--- src/rtl/dot3_mac_sequencer.sv ---
// dot3_mac_sequencer: y = x0*K0 + x1*K1 + x2*K2 over one shared external ALU.
// Six ALU cycles per sample set (MUL/ADD per tap); the block itself only sequences.
package cpu_pkg;
  typedef enum logic [3:0] {
    ALU_ADD = 4'd0,
    ALU_SUB = 4'd1,
    ALU_AND = 4'd2,
    ALU_OR  = 4'd3,
    ALU_XOR = 4'd4,
    ALU_MUL = 4'd5
  } aluFunc_t;
endpackage

module dot3_mac_sequencer
  import cpu_pkg::*;
#(
  parameter int                      WIDTH = 8,
  parameter logic signed [WIDTH-1:0] K0    = WIDTH'(17),
  parameter logic signed [WIDTH-1:0] K1    = WIDTH'(29),
  parameter logic signed [WIDTH-1:0] K2    = WIDTH'(35)
) (
  input  logic             clk,
  input  logic             n_reset,
  input  logic             in_valid,
  output logic             in_ready,
  input  logic [WIDTH-1:0] x0,
  input  logic [WIDTH-1:0] x1,
  input  logic [WIDTH-1:0] x2,
  output logic [WIDTH-1:0] alu_a,
  output logic [WIDTH-1:0] alu_b,
  output aluFunc_t         alu_func,
  input  logic [WIDTH-1:0] alu_result,
  input  logic [3:0]       alu_flags,
  output logic             out_valid,
  input  logic             out_ready,
  output logic [WIDTH-1:0] y,
  output logic             ovf
);

  typedef enum logic [1:0] {
    IDLE,
    MUL,
    ADD,
    DONE
  } state_t;

  state_t           state_q, state_d;
  logic             live_q, live_d;
  logic [1:0]       tap_q, tap_d;
  logic [WIDTH-1:0] acc_q, acc_d;
  logic [WIDTH-1:0] prod_q, prod_d;
  logic [WIDTH-1:0] x0_q, x0_d;
  logic [WIDTH-1:0] x1_q, x1_d;
  logic [WIDTH-1:0] x2_q, x2_d;
  logic             ovf_q, ovf_d;
  logic [WIDTH-1:0] x_sel, k_sel;
  logic             unused_flags;

  // Only the ADD-step overflow matters; MUL flags are meaningless here.
  assign unused_flags = ^alu_flags[3:1];

  always_comb begin
    x_sel = x2_q;
    k_sel = K2;
    case (tap_q)
      2'd0: begin
        x_sel = x0_q;
        k_sel = K0;
      end
      2'd1: begin
        x_sel = x1_q;
        k_sel = K1;
      end
      default: begin
        x_sel = x2_q;
        k_sel = K2;
      end
    endcase
  end

  always_comb begin
    state_d   = state_q;
    live_d    = 1'b1;
    tap_d     = tap_q;
    acc_d     = acc_q;
    prod_d    = prod_q;
    x0_d      = x0_q;
    x1_d      = x1_q;
    x2_d      = x2_q;
    ovf_d     = ovf_q;
    alu_a     = '0;
    alu_b     = '0;
    alu_func  = ALU_ADD;
    in_ready  = 1'b0;
    out_valid = 1'b0;
    unique case (state_q)
      IDLE: begin
        in_ready = live_q;
        if (live_q && in_valid) begin
          x0_d    = x0;
          x1_d    = x1;
          x2_d    = x2;
          acc_d   = '0;
          ovf_d   = 1'b0;
          tap_d   = 2'd0;
          state_d = MUL;
        end
      end
      MUL: begin
        alu_a    = x_sel;
        alu_b    = k_sel;
        alu_func = ALU_MUL;
        prod_d   = alu_result;
        state_d  = ADD;
      end
      ADD: begin
        alu_a    = acc_q;
        alu_b    = prod_q;
        alu_func = ALU_ADD;
        acc_d    = alu_result;
        ovf_d    = ovf_q | alu_flags[0];
        if (tap_q == 2'd2) begin
          state_d = DONE;
        end else begin
          tap_d   = tap_q + 2'd1;
          state_d = MUL;
        end
      end
      DONE: begin
        out_valid = 1'b1;
        if (out_ready) state_d = IDLE;
      end
      default: state_d = IDLE;
    endcase
  end

  // y/ovf are exposed only in DONE so no partial sum ever leaks out.
  assign y   = (state_q == DONE) ? acc_q : '0;
  assign ovf = (state_q == DONE) ? ovf_q : 1'b0;

  always_ff @(posedge clk) begin
    if (!n_reset) begin
      state_q <= IDLE;
      live_q  <= 1'b0;
      tap_q   <= '0;
      acc_q   <= '0;
      prod_q  <= '0;
      x0_q    <= '0;
      x1_q    <= '0;
      x2_q    <= '0;
      ovf_q   <= 1'b0;
    end else begin
      state_q <= state_d;
      live_q  <= live_d;
      tap_q   <= tap_d;
      acc_q   <= acc_d;
      prod_q  <= prod_d;
      x0_q    <= x0_d;
      x1_q    <= x1_d;
      x2_q    <= x2_d;
      ovf_q   <= ovf_d;
    end
  end

endmodule

--- config.mk ---
export PLATFORM = sky130hd
export DESIGN_NAME = dot3_mac_sequencer
export DESIGN_NICKNAME = d
export VERILOG_FILES = /design/src/rtl/dot3_mac_sequencer.sv
export SDC_FILE = /design/constraint.sdc
export NUM_CORES = 1
export LEC_CHECK = 0
export ABC_AREA = 1
export BUFFER_PORTS_ARGS = -buffer_cell sky130_fd_sc_hd__buf_2
export CAP_MARGIN = 0
export CORE_ASPECT_RATIO = 0.8
export CORE_MARGIN = 2
export CORE_UTILIZATION = 51
export CTS_CLUSTER_SIZE = 12
export DETAILED_ROUTE_END_ITERATION = 8
export GPL_ROUTABILITY_DRIVEN = 0
export PLACE_DENSITY = 0.87
export SYNTH_ARGS = -nofsm -noshare
export SYNTH_HDL_FRONTEND = slang
export SYNTH_SLANG_ARGS = --single-unit
export TNS_END_PERCENT = 50
--- constraint.sdc ---
create_clock -name clk -period 2.5 [get_ports clk]
set_clock_uncertainty 0.2 [all_clocks]
set_input_delay 0.625 -clock clk [delete_from_list [all_inputs] [get_ports clk]]
set_output_delay 0.625 -clock clk [all_outputs]
set_load 0.02 [all_outputs]
==> results.cfg, run 1 <==
[status]
status = finished clean

[finish]
most-common-layout-cells = nand2_1, nand3_1, buf_2
ff_latch_area_um2 = 931
multi_input_area_mm2 = 0.00125
areaGrowthSynthToFinish_pct = 25.4
fin_area_mm2 = 0.00301
nNetsFinal = 472
diodes = 0
final_core_util = 0.662
final_cells = 485
final_common_cell = nand2_1
drive_above_1_share = 0.256
nFillCells = 381

[grt]
grt_pass1_vias = 2165
grt_usage = 0.237
grt_pass1_wl_um = 9740
antenna_found_initial = 0
overflow = 0
grt_start_max_net_pins = 31

[setup_path]
crit_path_top_delay_cell = dfxtp_4
setup.worst_path.start_class = register
path_cells = inv_1 -> ha_4 -> buf_12 -> inv_1 -> a211oi_2 -> buf_4
cpMostUsedCell = inv_1
end_kind = output port
crit_fanout = 15
cp_slowest_stage_delay_ns = 0.37
cp_data_required_time_ns = 1.67
cp_top_family = buffers and inverters
crit_type = register to output port
arrival_ns = 1.62
critPathBufInv = 4

[drt]
dr_total_vias = 2587
drt_iter0_drc = 277
drc = 0
wl_per_cell_um = 13.2
firstDrtPassIters = 5
ant_nets = 0
totalWireLength_um = 6410
via_per_inst = 5.33

[sta]
setup_tns_ns = 0
hold_viol = 0
slew_viol_final = 0
finalCriticalPeriod_ns = 2.44
fin_crit_sh = 0.977
max_clock_freq_ghz = 0.409
finalSetupViolations = 0

[yosys]
synth_warnings = 0
ys_types = 19
syn_area_mm2 = 0.00240
yosysSeqAreaShare = 0.384
syn_avg_cell_area_um2 = 6.67
ys_ff_latch = 46
synthCells = 359

[die]
die_area_mm2 = 0.00527
start_util = 0.528
fp.dieH_um = 65.3
rows = 22
fp.dieW_um = 80.6
core_mm2 = 0.00454
io_pins = 71

[placement]
io_buffers = 65
hpwl_um = 4380
dp_cells = 469
dpl_cell_area_mm2 = 0.00273

[clock_network]
cts_made_buffers = 5
clk_latency_ns = 0.31
clk_pin_slew_ns = 0.08
clock-sinks = 46
cts_tree = built
cts_root_buf = clkbuf_8
clockBufferDepth = 2
htreeDepth = 2

[pwr]
vdd_drop_max_mv = 0.452
powerDensity_mw_per_mm2 = 878
p_leak_nw = 1.51

[flow_run]
drv_cap = 0

[hold_path]
worstHoldPathType = register to register
## stage by stage
step                total power [mW]  worst slack (ns)  hold WS, ns
finish                          2.64            0.0571        0.266
global route                    2.79           -0.0219        0.283
CTS                             2.48            0.0110        0.253
detailed placement              1.89             0.129        0.241
global placement                1.86             0.154        0.236
floorplan                       1.66             0.146        0.228
## worst min-delay path, cell delays in order, from the launching register on
cell	delay, ns
dfxtp_1	0.32
inv_1	0.05
a21oi_1	0.06
## final timing paths
| path | from | to | slack [ns] | depth (start not counted) |
|---|---|---|---|---|
| min reg2reg | ovf_q | ovf_q | 0.27 | 2 |
| max | state_q[0] | alu_b[0] | 0.06 | 6 |
| min | ovf_q | ovf_q | 0.27 | 2 |
| max reg2reg | state_q[0] | x1_q[1] | 0.55 | 6 |
## synth_stat cells
cell | number | area share
a21oi_1 | 39 | 0.081
buf_4 | 11 | 0.034
buf_2 | 9 | 0.019
o21ai_0 | 10 | 0.021
nand2_2 | 2 | 0.0052
inv_1 | 32 | 0.050
buf_6 | 2 | 0.0094
nand3_2 | 1 | 0.0042
nor2_4 | 1 | 0.0047
nand2_1 | 105 | 0.16
nand3_1 | 63 | 0.13
nor2_1 | 22 | 0.034
inv_2 | 1 | 0.0016
ha_1 | 8 | 0.042
conb_1 | 1 | 0.0016
clkbuf_1 | 4 | 0.0063
a211oi_1 | 1 | 0.0031
clkinv_1 | 1 | 0.0016
dfxtp_1 | 46 | 0.38
## routing by layer
| metal | up-vias | routed length, um | global-route usage |
|---|---|---|---|
| li1 | 1272 | - | - |
| met1 | 1175 | 2780 | 0.312 |
| met2 | 132 | 3030 | 0.395 |
| met3 | 8 | 522 | 0.0412 |
| met4 | 0 | 77 | 0.0826 |
| met5 | - | 0 | 0 |
## sequential cells by signal, indices dropped and copies added (netlist names)
register  count
acc_q         8
x2_q          8
x1_q          8
ovf_q         1
x0_q          8
state_q       2
tap_q         2
prod_q        8
live_q        1
## area by class of cell
cell class,instances,area share
Clock buffer,5,0.0229
Multi-Input combinational cell,255,0.415
Tap cell,60,0.0250
Timing Repair Buffer,82,0.170
Sequential cell,46,0.310
Clock inverter,3,0.0133
Inverter,34,0.0441
## repair_timing
action / CTS / global route
pin swaps: 1 / 4
cloned: 1 / 1
buffers inserted: 0 / 6
resized for setup: 6 / 27
hold endpoints to repair: 0 / 0
endpoints found under the setup margin: 12 / 14
hold buffers: 0 / 0
## power breakdown
part | switching (mW) | internal, mW
Combinational | 0.729 | 0.420
Clock | 0.255 | 0.294
Sequential | 0.0795 | 0.860
## logic make-up (layout without fill, tap and decap cells)
kind of cell             count (synthesis)  count (layout)  synth area share
AND/OR/NAND/NOR                        194             195             0.345
buffers and inverters                   60             124             0.122
AO/OA/AOI/OAI                           50              50             0.105
flip-flops                              46              46             0.384
adder cells (fa/ha/maj)                  8               8            0.0418
other                                    1               2           0.00157
No activity file was read; power rests on OpenSTA's default activity.
==> run 2: changes to the inputs <==
--- a/config.mk
+++ b/config.mk
@@ -15,6 +15,7 @@
 export DETAILED_ROUTE_END_ITERATION = 8
 export GPL_ROUTABILITY_DRIVEN = 0
 export PLACE_DENSITY = 0.87
+export REMOVE_ABC_BUFFERS = 1
 export SYNTH_ARGS = -nofsm -noshare
 export SYNTH_HDL_FRONTEND = slang
 export SYNTH_SLANG_ARGS = --single-unit
==> run 2 against run 1 <==
Compared with the run above:
- clock power shrank 18%
- utilization shrank 1.2 points
- combinational power is essentially flat
- clock-buffer cell count grew 1
- cell area shrank 1.8%
- first-iteration DRC count grew 4.7%
- critical path type unchanged
- largest power group unchanged
==> results.cfg, run 2 (same netlist as run 1, synthesis figures left out) <==
[clock_network]
cts_root_buf = clkbuf_8
clk_latency_ns = 0.30
clockBufferDepth = 2
clock-sinks = 46
hold_buffers = 0
htreeDepth = 2
cts_tree = built
cts_made_buffers = 5
clk_pin_slew_ns = 0.08

[drt]
wl_per_cell_um = 12.8
drc = 0
ant_nets = 0
dr_total_vias = 2500
totalWireLength_um = 6170
drt_iter0_drc = 290
via_per_inst = 5.19
firstDrtPassIters = 4

[sta]
setup_tns_ns = 0
worst_pin_slew_ns = 1.01
slew_headroom = 0.326
fin_crit_sh = 0.965
hold_viol = 0
slew_viol_final = 0
max_clock_freq_ghz = 0.414
finalSetupViolations = 0
fin_ws_ns = 0.0866
rsz0062_at_grt = true
finalCriticalPeriod_ns = 2.41

[setup_path]
path_cells = inv_2 -> ha_4 -> buf_4 -> nand2_1 -> nand2_1 -> nand2_1 -> nand3_1 -> nand2_1 -> inv_1 -> buf_2
reg2reg_from = state_q[0]
critPathBufInv = 4
end_kind = output port
worst-path-stages = 10
cp_top_family = buffers and inverters
reg2regPathDepth = 6
cpMostUsedCell = nand2_1
arrival_ns = 1.59
crit_type = register to output port
cp_data_required_time_ns = 1.67
crit_path_top_delay_cell = dfxtp_2
rrSetupSlack_ns = 0.58
setup.worst_path.start_class = register
cp_slowest_stage_delay_ns = 0.37
crit_fanout = 5
rr_endpoint = x0_q[2]

[finish]
diodes = 0
drive_above_1_share = 0.254
nNetsFinal = 471
final_common_cell = nand2_1
areaGrowthSynthToFinish_pct = 23.1
final_core_util = 0.650
ff_latch_area_um2 = 928
multi_input_area_mm2 = 0.00126
nFillCells = 406
most-common-layout-cells = nand2_1, buf_2, nand3_1
final_cells = 482

[grt]
grt_pass1_vias = 2280
overflow = 0
grt_pass1_wl_um = 9950
grt_usage = 0.239
antenna_found_initial = 0
grt_start_max_net_pins = 33

[die]
core_mm2 = 0.00454
io_pins = 71
rows = 22
fp.dieW_um = 80.6
fp.dieH_um = 65.3
die_area_mm2 = 0.00527
start_util = 0.528

[hold_path]
worstHoldPathType = register to register
worstHoldEndpoint = ovf_q
holdPathStages = 2
hold_start = ovf_q

[pwr]
powerDensity_mw_per_mm2 = 870
p_leak_nw = 1.47
vdd_drop_max_mv = 0.470

[flow_run]
drv_cap = 0

[status]
status = finished clean

[placement]
place_ws_ns = 0.134
dp_cells = 471
hpwl_um = 4220
io_buffers = 65
## run 2: cell count changes in the layout (fill, tap and decap cells not counted), moves of 2 or more
cell / previous run / this run
buf_6: 4 / 0
buf_2: 60 / 64
clkinv_2: 2 / 0
inv_2: 2 / 4
## run 2: final cells by class
cell class / instances / share of cell area
timing repair buffer: 81 / 0.162
clock buffer: 6 / 0.0280
tap: 60 / 0.0254
sequential: 46 / 0.315
inverter: 34 / 0.0441
multi-input combinational: 255 / 0.426
## run 2: worst max path at each step
stage                     startpoint       end  slack (ns)
after global routing        tap_q[0]  alu_a[5]      -0.009
after detailed placement    tap_q[1]  alu_b[1]        0.13
after floorplan           state_q[1]  alu_b[0]       -0.62
final                       tap_q[0]  alu_a[0]        0.09
after CTS                 state_q[0]  alu_b[1]      -0.008
after global placement      tap_q[1]  alu_b[1]        0.18
## run 2: report_power, final
part	internal (mW)	switching [mW]	total [mW]
Combinational	0.442	0.735	1.18
Clock	0.214	0.236	0.450
Sequential	0.860	0.0811	0.941
Total	1.51	1.05	2.57
## run 2: per-stage QoR
| step | hold WS (ns) | total power [mW] | instance area (um2) |
|---|---|---|---|
| detailed placement | 0.248 | 1.92 | 2740 |
| global route | 0.283 | 2.75 | 2950 |
| global placement | 0.237 | 1.89 | 2740 |
| finish | 0.264 | 2.57 | 2950 |
| CTS | 0.261 | 2.42 | 2870 |
| floorplan | 0.228 | 1.55 | 2230 |
## run 2: routing by layer
layer  vias to the layer above  wire, um  track usage
met5                         -         0            0
met4                         0        40       0.0614
met3                         5       492       0.0467
met2                        97      2830        0.398
met1                      1131      2800        0.319
li1                       1267         -            -
## run 2: worst reg2reg max path, stage by stage (launching register included)
cell,delay [ns]
dfxtp_4,0.38
inv_2,0.10
ha_1,0.26
nand3_2,0.35
buf_4,0.34
nand2_1,0.08
a21oi_1,0.06
## run 2: what timing repair did
item	in CTS	in global routing
pin swaps	1	4
resized for setup	8	14
cloned	1	1
endpoints found under the setup margin	14	11
setup buffers	2	1
==> run 3: changes to the inputs <==
--- a/config.mk
+++ b/config.mk
@@ -10,11 +10,11 @@
 export CAP_MARGIN = 0
 export CORE_ASPECT_RATIO = 0.8
 export CORE_MARGIN = 2
-export CORE_UTILIZATION = 51
+export CORE_UTILIZATION = 40
 export CTS_CLUSTER_SIZE = 12
 export DETAILED_ROUTE_END_ITERATION = 8
 export GPL_ROUTABILITY_DRIVEN = 0
-export PLACE_DENSITY = 0.87
+export PLACE_DENSITY = 0.72
 export REMOVE_ABC_BUFFERS = 1
 export SYNTH_ARGS = -nofsm -noshare
 export SYNTH_HDL_FRONTEND = slang
==> run 3 against run 2 <==
Compared with the run above:
- sequential power about the same
- hold slack lost 0.0039 ns
- cell area grew 2.4%
- power rose by 2.0%
- combinational power barely moved
- critical path depth shrank 2
- first-iteration DRC count decreased by 37%
- non-clock buffer count grew 2
- critical path type unchanged
- largest cell class unchanged
- highest routed layer unchanged
==> results.cfg, run 3 (same netlist as run 1, synthesis figures left out) <==
[clock_network]
hold_buffers = 0
cts_tree = built
htreeDepth = 2
cts_root_buf = clkbuf_8
clk_pin_slew_ns = 0.09
clock-sinks = 46
cts_made_buffers = 5
clockBufferDepth = 2
clk_latency_ns = 0.31

[setup_path]
crit_start = state_q[1]
crit_type = register to output port
crit_end = alu_a[4]
rrSetupSlack_ns = 0.68
setup.worst_path.start_class = register
crit_fanout = 16
arrival_ns = 1.57
cp_data_required_time_ns = 1.67
reg2regPathDepth = 9
reg2reg_from = state_q[0]
rr_endpoint = tap_q[1]
end_kind = output port

[finish]
areaGrowthSynthToFinish_pct = 26.1
ff_latch_area_um2 = 930
final_common_cell = nand2_1
diodes = 0
drive_above_1_share = 0.256
nFillCells = 577
multi_input_area_mm2 = 0.00124
nNetsFinal = 473
most-common-layout-cells = nand2_1, nand3_1, buf_2

[pwr]
totalPowerFinal_mw = 2.62
vdd_drop_max_mv = 0.385
p_leak_nw = 1.50
powerDensity_mw_per_mm2 = 866

[sta]
hold_viol = 0
finalCriticalPeriod_ns = 2.40
max_clock_freq_ghz = 0.417
worst_pin_slew_ns = 0.503
finalSetupViolations = 0
fin_crit_sh = 0.960
slew_headroom = 0.665
setup_tns_ns = 0
slew_viol_final = 0

[placement]
hpwl_um = 4400
io_buffers = 65

[hold_path]
hold_start = ovf_q
worstHoldPathType = register to register

[die]
fp.dieH_um = 73.2
die_area_mm2 = 0.00663
rows = 25
start_util = 0.410
core_mm2 = 0.00585
io_pins = 71
fp.dieW_um = 90.5

[drt]
drc = 0
drt_iter0_drc = 182
wl_per_cell_um = 12.5
via_per_inst = 4.93
dr_total_vias = 2501
firstDrtPassIters = 5
ant_nets = 0
totalWireLength_um = 6340

[grt]
grt_pass1_wl_um = 9960
grt_pass1_vias = 2125
antenna_found_initial = 0
overflow = 0
grt_usage = 0.188
grt_start_max_net_pins = 29

[status]
status = finished clean

[flow_run]
drv_cap = 0
run 3: layer usage:
metal | wire (um) | vias up | share of wire | GRT usage
li1 | - | 1274 | - | -
met1 | 2990 | 1121 | 0.47 | 0.258
met2 | 2800 | 97 | 0.44 | 0.294
met3 | 497 | 9 | 0.078 | 0.0527
met4 | 51 | 0 | 0.0080 | 0.0444
met5 | 0 | - | 0 | 0
run 3: final cells by class:
| type | instances | share of cell area |
|---|---|---|
| well taps | 81 | 0.0335 |
| clock buffers | 7 | 0.0319 |
| multi-input cells | 255 | 0.411 |
| repair buffers | 83 | 0.169 |
| inverters | 34 | 0.0439 |
| flip-flops and latches | 46 | 0.308 |
| clock inverters | 1 | 0.00290 |
run 3: how the worst min path moves through the flow:
stage / to / slack, ns / cells past startpoint
final: ovf_q / 0.26 / 2
after detailed placement: ovf_q / 0.25 / 2
after global routing: x0_q[5] / 0.29 / 2
after global placement: ovf_q / 0.24 / 2
after floorplan: ovf_q / 0.23 / 2
after CTS: ovf_q / 0.26 / 2
run 3: power by group:
part	switching [mW]	internal, mW
registers	0.0823	0.859
clock network	0.255	0.253
logic	0.723	0.446
total	1.06	1.56
run 3: through the flow:
step / cell area (um2) / util / hold slack, ns / setup WS (ns) / instances
6_report: 3020 / 0.517 / 0.260 / 0.101 / 507
5_1_grt: 3020 / 0.517 / 0.285 / -0.00797 / 507
4_1_cts: 2950 / 0.504 / 0.261 / 0.0137 / 500
3_5_place_dp: 2780 / 0.476 / 0.248 / 0.176 / 491
3_3_place_gp: 2780 / 0.476 / 0.238 / 0.194 / 491
2_1_floorplan: 2230 / - / 0.228 / -0.621 / 334
run 3: what timing repair did:
item                                    CTS  global route
pin swaps                                 1             2
gates cloned                              1             0
resized for setup                        11            13
endpoints found under the setup margin   14            13
buffers inserted                          0             7
hold endpoints to repair                  0             0
run 3: critical path, cell delays in order, from the launching register on:
cell,delay (ns)
dfxtp_1,0.34
inv_2,0.12
ha_4,0.22
buf_12,0.15
nand3_1,0.08
nand3_1,0.09
nand2_1,0.06
inv_1,0.05
buf_2,0.15
